### src/rtl/temp_code_pkg.sv
// Shared thresholds and thermometer-code definitions for temp_threshold_encoder.
package temp_code_pkg;

    localparam int unsigned NUM_THRESH = 5;

    localparam int unsigned TH10 = 10;
    localparam int unsigned TH15 = 15;
    localparam int unsigned TH20 = 20;
    localparam int unsigned TH25 = 25;
    localparam int unsigned TH30 = 30;

    localparam int unsigned THRESH [NUM_THRESH] = '{TH10, TH15, TH20, TH25, TH30};

    // Bit i is the flag of threshold THRESH[i]; bit 0 is the 10 C flag.
    typedef logic [NUM_THRESH-1:0] therm_code_t;

    localparam therm_code_t CODE_NONE = 5'b00000;
    localparam therm_code_t CODE_10   = 5'b00001;
    localparam therm_code_t CODE_15   = 5'b00011;
    localparam therm_code_t CODE_20   = 5'b00111;
    localparam therm_code_t CODE_25   = 5'b01111;
    localparam therm_code_t CODE_30   = 5'b11111;

    // A flag survives only if every lower flag is also set.
    function automatic therm_code_t therm_mask(input therm_code_t ch);
        therm_code_t m;
        m[0] = ch[0];
        for (int i = 1; i < NUM_THRESH; i++) begin
            m[i] = ch[i] & m[i-1];
        end
        return m;
    endfunction

endpackage

### src/rtl/threshold_channel.sv
// One threshold flag with hysteresis and sample-count debounce; flag_c is the next flag value.
module threshold_channel #(
    parameter int unsigned TEMP_W   = 8,
    parameter int unsigned TH       = 10,
    parameter int unsigned HYST     = 2,
    parameter int unsigned DEBOUNCE = 2
) (
    input  logic              clk,
    input  logic              reset,
    input  logic [TEMP_W-1:0] temp,
    input  logic              sample_valid,
    input  logic              clear,
    output logic              flag_c
);

    localparam int unsigned CNT_W = $clog2(DEBOUNCE + 1);
    localparam logic [TEMP_W-1:0] TH_ON  = TEMP_W'(TH);
    localparam logic [TEMP_W-1:0] TH_OFF = TEMP_W'(TH - HYST);

    logic             flag_q;
    logic             flag_d;
    logic [CNT_W-1:0] cnt_q;
    logic [CNT_W-1:0] cnt_d;
    logic             raw_c;

    // Set at TH, released only below TH-HYST; toggle after DEBOUNCE disagreeing samples.
    always_comb begin
        raw_c  = flag_q ? (temp >= TH_OFF) : (temp >= TH_ON);
        flag_d = flag_q;
        cnt_d  = cnt_q;
        if (clear) begin
            cnt_d = '0;
        end else if (sample_valid) begin
            if (raw_c == flag_q) begin
                cnt_d = '0;
            end else if (cnt_q >= CNT_W'(DEBOUNCE - 1)) begin
                flag_d = ~flag_q;
                cnt_d  = '0;
            end else begin
                cnt_d = cnt_q + CNT_W'(1);
            end
        end
    end

    always_ff @(posedge clk) begin
        if (reset) begin
            flag_q <= 1'b0;
            cnt_q  <= '0;
        end else begin
            flag_q <= flag_d;
            cnt_q  <= cnt_d;
        end
    end

    assign flag_c = flag_d;

endmodule

### src/rtl/temp_threshold_encoder.sv
// Temperature samples to debounced thermometer flags t10..t30.
// Optional sample watchdog enabled by defining SAMPLE_WATCHDOG_EN.
module temp_threshold_encoder
    import temp_code_pkg::*;
#(
    parameter int unsigned TEMP_W   = 8,
    parameter int unsigned HYST     = 2,
    parameter int unsigned DEBOUNCE = 2
`ifdef SAMPLE_WATCHDOG_EN
    ,
    parameter int unsigned TIMEOUT  = 100
`endif
) (
    input  logic              clk,
    input  logic              reset,
    input  logic [TEMP_W-1:0] temp,
    input  logic              sample_valid,
    output logic              t10,
    output logic              t15,
    output logic              t20,
    output logic              t25,
    output logic              t30,
    output logic              code_valid,
    output logic              stale
);

    therm_code_t ch_next_c;
    therm_code_t code_q;
    logic        code_valid_q;
    logic        clear_c;

    for (genvar i = 0; i < NUM_THRESH; i++) begin : g_ch
        threshold_channel #(
            .TEMP_W  (TEMP_W),
            .TH      (THRESH[i]),
            .HYST    (HYST),
            .DEBOUNCE(DEBOUNCE)
        ) u_ch (
            .clk         (clk),
            .reset       (reset),
            .temp        (temp),
            .sample_valid(sample_valid),
            .clear       (clear_c),
            .flag_c      (ch_next_c[i])
        );
    end

`ifdef SAMPLE_WATCHDOG_EN
    localparam int unsigned WD_W = $clog2(TIMEOUT + 1);

    logic [WD_W-1:0] wd_q;
    logic            stale_q;

    // Fires on the idle edge that brings the watchdog to TIMEOUT.
    assign clear_c = !sample_valid && (wd_q == WD_W'(TIMEOUT - 1));

    always_ff @(posedge clk) begin
        if (reset) begin
            wd_q    <= '0;
            stale_q <= 1'b0;
        end else if (sample_valid) begin
            wd_q    <= '0;
            stale_q <= 1'b0;
        end else begin
            if (wd_q != WD_W'(TIMEOUT)) begin
                wd_q <= wd_q + WD_W'(1);
            end
            if (clear_c) begin
                stale_q <= 1'b1;
            end
        end
    end

    assign stale = stale_q;
`else
    assign clear_c = 1'b0;
    assign stale   = 1'b0;
`endif

    always_ff @(posedge clk) begin
        if (reset) begin
            code_q       <= CODE_NONE;
            code_valid_q <= 1'b0;
        end else begin
            code_q <= therm_mask(ch_next_c);
            if (sample_valid) begin
                code_valid_q <= 1'b1;
            end else if (clear_c) begin
                code_valid_q <= 1'b0;
            end
        end
    end

    assign t10        = code_q[0];
    assign t15        = code_q[1];
    assign t20        = code_q[2];
    assign t25        = code_q[3];
    assign t30        = code_q[4];
    assign code_valid = code_valid_q;

endmodule
### config.mk
export PLATFORM = sky130hd
export DESIGN_NAME = temp_threshold_encoder
export DESIGN_NICKNAME = d
export VERILOG_FILES = /design/src/rtl/temp_code_pkg.sv /design/src/rtl/threshold_channel.sv /design/src/rtl/temp_threshold_encoder.sv
export SDC_FILE = /design/constraint.sdc
export NUM_CORES = 1
export LEC_CHECK = 0
export BUFFER_PORTS_ARGS = -buffer_cell sky130_fd_sc_hd__buf_2
export CORE_MARGIN = 5
export CORE_UTILIZATION = 40
export CTS_CLUSTER_DIAMETER = 60
export DETAILED_ROUTE_END_ITERATION = 8
export PLACE_DENSITY = 0.63
export SLEW_MARGIN = 20
export SYNTH_ARGS = -nofsm -noshare
export SYNTH_HDL_FRONTEND = slang
export SYNTH_SLANG_ARGS = --single-unit
### constraint.sdc
create_clock -name clk -period 1.9 [get_ports clk]
set_input_delay 0.095 -clock clk [delete_from_list [all_inputs] [get_ports clk]]
set_output_delay 0.095 -clock clk [all_outputs]
set_load 0.03 [all_outputs]
# After elaboration in Yosys (flattened, before gate mapping)
# Index checks and enable logic that the tools add are counted.
word_totals:
  input_bits: 11
  word_cells: 76
  out_inout_bits: 7
  reg_bits: 21
op_classes:
  n_addsub: 5
  order_cmp: 15
  n_eq_ne: 5
  muxes: 30
  n_bitwise: 9
ops:
  columns: ["op", "n"]
  rows:
  - [">= comparator 8 x 5 -> 1 bit, second input constant", 6]
  - [">= comparator 8 x 4 -> 1 bit, second input constant", 4]
  - ["2-to-1 mux 1 bit", 20]
  - ["2-to-1 mux 2 bit", 10]
  - ["adder 2 x 1 -> 2 bit, second input constant", 5]
  - [">= comparator 2 x 1 -> 1 bit, second input constant", 5]
  - ["equality test 1 bit", 5]
  - ["NOT 1 bit", 5]
  - ["bitwise AND 1 bit", 4]

# Logic depth before layout (Yosys ltp)
# Gate-level depths: netlist (run 1).
depth:
  depth_word: 9
  ltp_mapped: 7
  ltp_nobuf: 7

# By module
# From an unflattened synthesis (run 1), not the netlist that was laid out.
hier_totals:
  hier_cells: 139
  hier_area_um2: 1217.4
by_module_without_submodules:
  columns: ["mod", "instances", "area_each_um2", "cells_per_inst", "seq_area_each_um2"]
  rows:
  - ["threshold_channel at g_ch[3].u_ch", 1, 220.2, 24, 60.1]
  - ["threshold_channel at g_ch[1].u_ch", 1, 219.0, 25, 60.1]
  - ["threshold_channel at g_ch[0].u_ch", 1, 207.7, 26, 60.1]
  - ["threshold_channel at g_ch[2].u_ch", 1, 206.4, 25, 60.1]
  - ["threshold_channel at g_ch[4].u_ch", 1, 186.4, 23, 60.1]
  - ["temp_threshold_encoder", 1, 177.7, 16, 120.1]

# Worst setup path after synthesis (run 1)
# OpenSTA, ideal clock, no wires.
synth_path:
  path_kind: "flip-flop to flip-flop"
  start: "reg g_ch[1].u_ch.cnt_q[0]"
  end: "reg code_q[4]"
  setup_time_ns: 0.087
  synth_period_minus_slack_ns: 1.630
  n_path_buf: 0
  required_time_ns: 1.813
  path_stages_with_launch: 8
  setup_slack_ns: 0.270
  arrival_ns: 1.543
  cell_sequence: "dfxtp_1 > inv_1 > ha_1 > nand2b_2 > o21a_1 > o221a_1 > or2_4 > nor4b_4"
synth_between:
  elab_chain_cells: 8
synth_rtl:
  columns: ["item", "line_no", "rtl"]
  rows:
  - ["start: declaration", "threshold_channel.sv:22", "logic [CNT_W-1:0] cnt_q;"]
  - ["start signal: assignment", "threshold_channel.sv:51", "cnt_q <= cnt_d;"]
  - [">= comparator 2 x 1 -> 1 bit", "threshold_channel.sv:36", "end else if (cnt_q >= CNT_W'(DEBOUNCE - 1)) begin"]
  - ["2-to-1 mux 1 bit", "threshold_channel.sv:36", null]
  - ["2-to-1 mux 1 bit", "threshold_channel.sv:34", "if (raw_c == flag_q) begin"]
  - ["2-to-1 mux 1 bit", "threshold_channel.sv:33", "end else if (sample_valid) begin"]
  - ["bitwise AND 1 bit (4 in a row)", "temp_code_pkg.sv:29", "m[i] = ch[i] & m[i-1];"]
  - ["end signal: assignment", "temp_threshold_encoder.sv:85", "code_q <= therm_mask(ch_next_c);"]
  - ["end: declaration", "temp_threshold_encoder.sv:28", "therm_code_t code_q;"]
# No other way between the ends.
# A chain may end at the register's enable or synchronous reset.

# Worst setup path after layout (run 1)
# Ends and elaborated chain as after synthesis.

==> results.yml, run 1 <==
run_status:
  outcome: "finished, final reports clean"
setup_path:
  crit_buf_inv: 1
  cp_max_fo: 3
  worstPathCellList: "inv_1 > ha_1 > nand2b_2 > o21a_1 > o221a_1 > or2_4 > nor4b_4"
  cp.arrival_ns: 1.96
  cp-start-kind: "flip-flop"
  crit_path_end_kind: "flip-flop"
  slowest_delay_ns: 0.35
  crit_type: "flip-flop to flip-flop"
  slowest_stage: "dfxtp_1"
  crit_family: "simple AND/OR/NAND/NOR gates"
  cp.required_ns: 2.13
finish:
  layout-drive-gt1-share: 0.180
  instances_no_fill: 169
  final_nets: 156
  seqCellArea_sq_um: 400
  layout_commonest_cell: "dfxtp_1"
  area_growth_pct: 11.6
  multi_input_comb_area_sq_um: 583
  mostFrequentLayoutCells: "dfxtp_1 (20), buf_2 (16), nor2_1 (12), inv_1 (11), nand2_1 (9)"
  diodes: 0
  fillers: 268
global_route:
  grt_use_total: 0.123
  grt_pass1_wl_microns: 3440
  grt_pass1_vias: 851
  grt_overflow: 0
  antenna_found_initial: 0
  grt_max_degree: 21
pwr:
  irDropWorstVdd_mv: 0.437
  p_leak_nw: 0.459
  p_per_area_nw_per_um2: 790
clock_tree:
  cts_setup_buffers: 0
  cts_tree: "built"
  post_cts_resized: 0
  max-clock-path-buffers: 2
  cts_max_level: 1
  clk_pin_slew_ns: 0.11
  cts_buffers: 3
  insertion_delay_ns: 0.30
  cts.sinks: 20
  root_buffer: "clkbuf_4"
  cts_hold_buf: 0
floorplanning:
  num_rows: 18
  die_area_sq_um: 3770
  initial_utilization: 0.422
  io_pins: 18
  coreArea_sq_um: 2500
  die_x_microns: 61.4
  die_y_microns: 61.4
job:
  drv_cap: 0
yosys:
  syn_avg_cell_area_sq_um: 8.45
  synth_seq_cells: 20
  synthesis.nets: 141
  ys_warn_count: 0
  yosysSeqAreaShare: 0.379
  ys_async_sr_fraction: 0
  synth_top_area_share: 0.379
  synth_edf_count: 0
  synth_cells: 125
  syn_area_sq_um: 1060
  yosys.area.top_type: "dfxtp_1"
  synth_flop_cell: "dfxtp_1"
  synth_area_leaders: "dfxtp_1 (38%), ha_1 (5.9%), nand2b_1 (4.7%)"
  yosysUniqueCellTypes: 37
placement:
  place_hpwl_microns: 1640
  dp.cells: 165
  gp_congestion: 0.776
  numPortBuffers: 16
routing:
  vias_per_cell: 5.43
  firstDrtPassIters: 4
  drc: 0
  antenna_left: 0
  vias: 918
  postRouteWirelength_microns: 2130
  drt_first_iter_violations: 23
  wl_per_cell_microns: 12.6
timing:
  setup_viol: 0
  hold_violations: 0
  slew_headroom: 0.638
  skew_ns: 0.00401
  worstMarginPinSlew_ns: 0.539
  rsz0062_at_grt: "no"
  period_needed_ns: 1.73
  slew_violations: 0
  tns_ns: 0
  max_freq_mhz: 577
  fin_crit_sh: 0.911
worst_hold_path:
  worst_hold_path_type: "input pin to flip-flop"
## cells by family (layout without fill, tap and decap cells)
group	Yosys count	count (layout)	synth area share
compound gates	33	33	0.217
buf+inv	17	31	0.0687
simple gates	47	47	0.255
flops	20	20	0.379
mux	1	1	0.00948
fa+ha+maj	5	5	0.0592
xor+xnor	1	1	0.00830
other cells	1	1	0.00355
## Yosys cell counts, types with 3 or more instances
| cell type | count |
|---|---|
| dfxtp_1 | 20 |
| nor2_1 | 12 |
| inv_1 | 11 |
| nand2_1 | 9 |
| nand2b_1 | 8 |
| o21ai_1 | 6 |
| a21oi_1 | 5 |
| ha_1 | 5 |
| nor3_1 | 5 |
| nor2b_1 | 4 |
| o21ai_0 | 4 |
| clkbuf_1 | 3 |
| o32ai_1 | 3 |
## final cells by class
type | instances | area share
clock buffers | 4 | 0.0308
inverters | 11 | 0.0350
multi-input cells | 88 | 0.495
flip-flops and latches | 20 | 0.340
well taps | 30 | 0.0318
repair buffers | 16 | 0.0679
## sequential cells by signal (all words and copies together) (netlist names)
signal,cells
g_ch.u_ch.flag_q,4
code_valid,1
g_ch.u_ch.cnt_q,10
code_q,5
## metrics by stage
step | power [mW] | instance area [sq um] | utilization | setup WS (ns) | hold WS (ns)
after floorplan | 0.643 | 1060 | - | 0.270 | 0.265
after global placement | 0.686 | 1140 | 0.457 | 0.230 | 0.431
after detailed placement | 0.697 | 1140 | 0.457 | 0.177 | 0.430
after CTS | 0.943 | 1180 | 0.471 | 0.155 | 0.166
after global routing | 0.990 | 1180 | 0.471 | 0.0494 | 0.176
final | 0.931 | 1180 | 0.471 | 0.168 | 0.163
## worst paths after layout
kind                                             from  depth (start not counted)                     to  slack, ns
worst max register to register  g_ch[1].u_ch.cnt_q[0]                          7              code_q[4]       0.17
worst max-delay path            g_ch[1].u_ch.cnt_q[0]                          7              code_q[4]       0.17
worst min register to register  g_ch[4].u_ch.cnt_q[1]                          2  g_ch[4].u_ch.cnt_q[1]       0.44
worst min-delay path                            reset                          2    g_ch[1].u_ch.flag_q       0.16
## worst reg2reg max path: stages (launching register included)
cell and delay, ns:
dfxtp_1 0.35, inv_1 0.05, ha_1 0.20, nand2b_2 0.19, o21a_1 0.17, o221a_1 0.24
or2_4 0.26, nor4b_4 0.20
## layer usage
layer	GRT usage	up-vias	part of all wire
li1	-	467	-
met1	0.130	433	0.44
met2	0.233	16	0.50
met3	0.0440	2	0.055
met4	0.0273	0	0.0052
met5	0	-	0
## power by group
part	switching, mW	leakage [nW]	internal (mW)
Clock	0.128	0.0210	0.117
Combinational	0.125	0.274	0.0868
Sequential	0.0208	0.164	0.453
Total	0.274	0.459	0.657
Power figures use the tool's default switching activity.
==> inputs of run 2 (changes only) <==
--- a/config.mk
+++ b/config.mk
@@ -7,10 +7,10 @@
 export LEC_CHECK = 0
 export BUFFER_PORTS_ARGS = -buffer_cell sky130_fd_sc_hd__buf_2
 export CORE_MARGIN = 5
-export CORE_UTILIZATION = 40
+export CORE_UTILIZATION = 54
 export CTS_CLUSTER_DIAMETER = 60
 export DETAILED_ROUTE_END_ITERATION = 8
-export PLACE_DENSITY = 0.63
+export PLACE_DENSITY = 0.8
 export SLEW_MARGIN = 20
 export SYNTH_ARGS = -nofsm -noshare
 export SYNTH_HDL_FRONTEND = slang
==> results.yml, run 2 (synthesis results as in run 1) <==
global_route:
  grt_max_degree: 21
  antenna_found_initial: 0
  grt_overflow: 0
  grt_pass1_wl_microns: 3840
  grt_pass1_vias: 900
  grt_use_total: 0.186
routing:
  antenna_left: 0
  drc: 0
  firstDrtPassIters: 4
  wl_per_cell_microns: 13.4
  vias_per_cell: 5.61
  vias: 931
  drt_first_iter_violations: 19
  postRouteWirelength_microns: 2220
clock_tree:
  cts_buffers: 3
  max-clock-path-buffers: 2
  insertion_delay_ns: 0.31
  root_buffer: "clkbuf_4"
  post_cts_resized: 0
  cts_tree: "built"
  cts_setup_buffers: 0
  cts.sinks: 20
  clk_pin_slew_ns: 0.11
  cts_max_level: 1
  cts_hold_buf: 0
floorplanning:
  num_rows: 16
  die_area_sq_um: 2940
  coreArea_sq_um: 1920
  initial_utilization: 0.549
  die_y_microns: 54.2
  die_x_microns: 54.2
  io_pins: 18
worst_hold_path:
  min_from: "reset"
  min_to: "code_valid"
  min_delay_path_depth: 2
  worst_hold_path_type: "input pin to flip-flop"
finish:
  layout_commonest_cell: "dfxtp_1"
  layout-drive-gt1-share: 0.180
  largest_reg_flops: 10
  final_area_sq_um: 1170
  fillers: 188
  diodes: 0
  reg_top3: "g_ch.u_ch.cnt_q (10), code_q (5), g_ch.u_ch.flag_q (4)"
  final_nets: 156
  mostFrequentLayoutCells: "dfxtp_1 (20), buf_2 (16), nor2_1 (12), inv_1 (11), nand2_1 (9)"
  area_growth_pct: 11.3
  regMostFlops: "g_ch.u_ch.cnt_q"
timing:
  slew_headroom: 0.617
  period_needed_ns: 1.76
  slew_violations: 0
  rsz0062_at_grt: "no"
  max_freq_mhz: 568
  skew_ns: 0.00108
  setup_viol: 0
  worstMarginPinSlew_ns: 0.570
  tns_ns: 0
  hold_violations: 0
  fin_crit_sh: 0.927
placement:
  place_hpwl_microns: 1720
  numPortBuffers: 16
  placed_area_sq_um: 1140
  gp_congestion: 0.735
pwr:
  p_leak_nw: 0.459
  irDropWorstVdd_mv: 0.409
  p_per_area_nw_per_um2: 801
job:
  drv_cap: 0
setup_path:
  cp_max_fo: 3
  worstReg2RegStart: "g_ch[1].u_ch.cnt_q[0]"
  slowest_delay_ns: 0.35
  reg2reg_setup_slack_ns: 0.14
  cp.required_ns: 2.13
  crit_type: "flip-flop to flip-flop"
  worstPathCellList: "inv_1 > ha_1 > nand2b_2 > o21a_1 > o221a_1 > or2_4 > nor4b_4"
  slowest_stage: "dfxtp_1"
  cp-start-kind: "flip-flop"
  reg2reg_depth: 7
  cp.arrival_ns: 1.99
  crit_path_end_kind: "flip-flop"
  r2r_end: "code_q[4]"
run_status:
  outcome: "finished, final reports clean"
run 2: worst max-delay path by stage:
stage                          startpoint   endpoint  slack (ns)  cells after the start
global placement    g_ch[1].u_ch.cnt_q[0]  code_q[4]        0.24                      7
floorplan           g_ch[1].u_ch.cnt_q[0]  code_q[4]        0.27                      7
global route        g_ch[1].u_ch.cnt_q[0]  code_q[4]        0.05                      7
detailed placement  g_ch[1].u_ch.cnt_q[0]  code_q[4]        0.16                      7
finish              g_ch[1].u_ch.cnt_q[0]  code_q[4]        0.14                      7
CTS                 g_ch[1].u_ch.cnt_q[0]  code_q[4]        0.14                      7
run 2: worst max-delay path, delay by kind of cell (launching register included):
kind,cells,cell delay [ns]
flip-flops,1,0.35
AND/OR/NAND/NOR,3,0.68
adder cells (fa/ha/maj),1,0.19
AO/OA/AOI/OAI,2,0.43
buffers and inverters,1,0.05
run 2: report_power, final:
part           leakage, nW  switching (mW)  internal, mW  total, mW
combinational        0.274           0.126        0.0862      0.212
sequential           0.164          0.0209         0.453      0.474
clock               0.0210           0.138         0.117      0.255
total                0.459           0.285         0.656      0.941
run 2: per-layer routing:
| layer | vias to the layer above | GRT usage | wire length (microns) |
|---|---|---|---|
| li1 | 468 | - | - |
| met1 | 433 | 0.198 | 894 |
| met2 | 23 | 0.329 | 1130 |
| met3 | 7 | 0.0381 | 120 |
| met4 | 0 | 0.124 | 74 |
| met5 | - | 0 | 0 |
run 2: cell type report:
| type | count | area [sq um] | share of cell area |
|---|---|---|---|
| timing repair buffer | 16 | 80.1 | 0.0682 |
| tap | 27 | 33.8 | 0.0288 |
| clock buffer | 4 | 36.3 | 0.0309 |
| multi-input combinational | 88 | 583 | 0.496 |
| inverter | 11 | 41.3 | 0.0351 |
| sequential | 20 | 400 | 0.341 |
run 2: per-stage QoR:
stage / std cells / util / setup slack [ns] / power, mW / hold WS [ns]
2_1_floorplan: 125 / - / 0.270 / 0.643 / 0.265
3_3_place_gp: 162 / 0.592 / 0.237 / 0.684 / 0.430
3_5_place_dp: 162 / 0.592 / 0.159 / 0.697 / 0.438
4_1_cts: 166 / 0.611 / 0.142 / 0.951 / 0.137
5_1_grt: 166 / 0.611 / 0.0532 / 1.01 / 0.153
6_report: 166 / 0.611 / 0.139 / 0.941 / 0.151
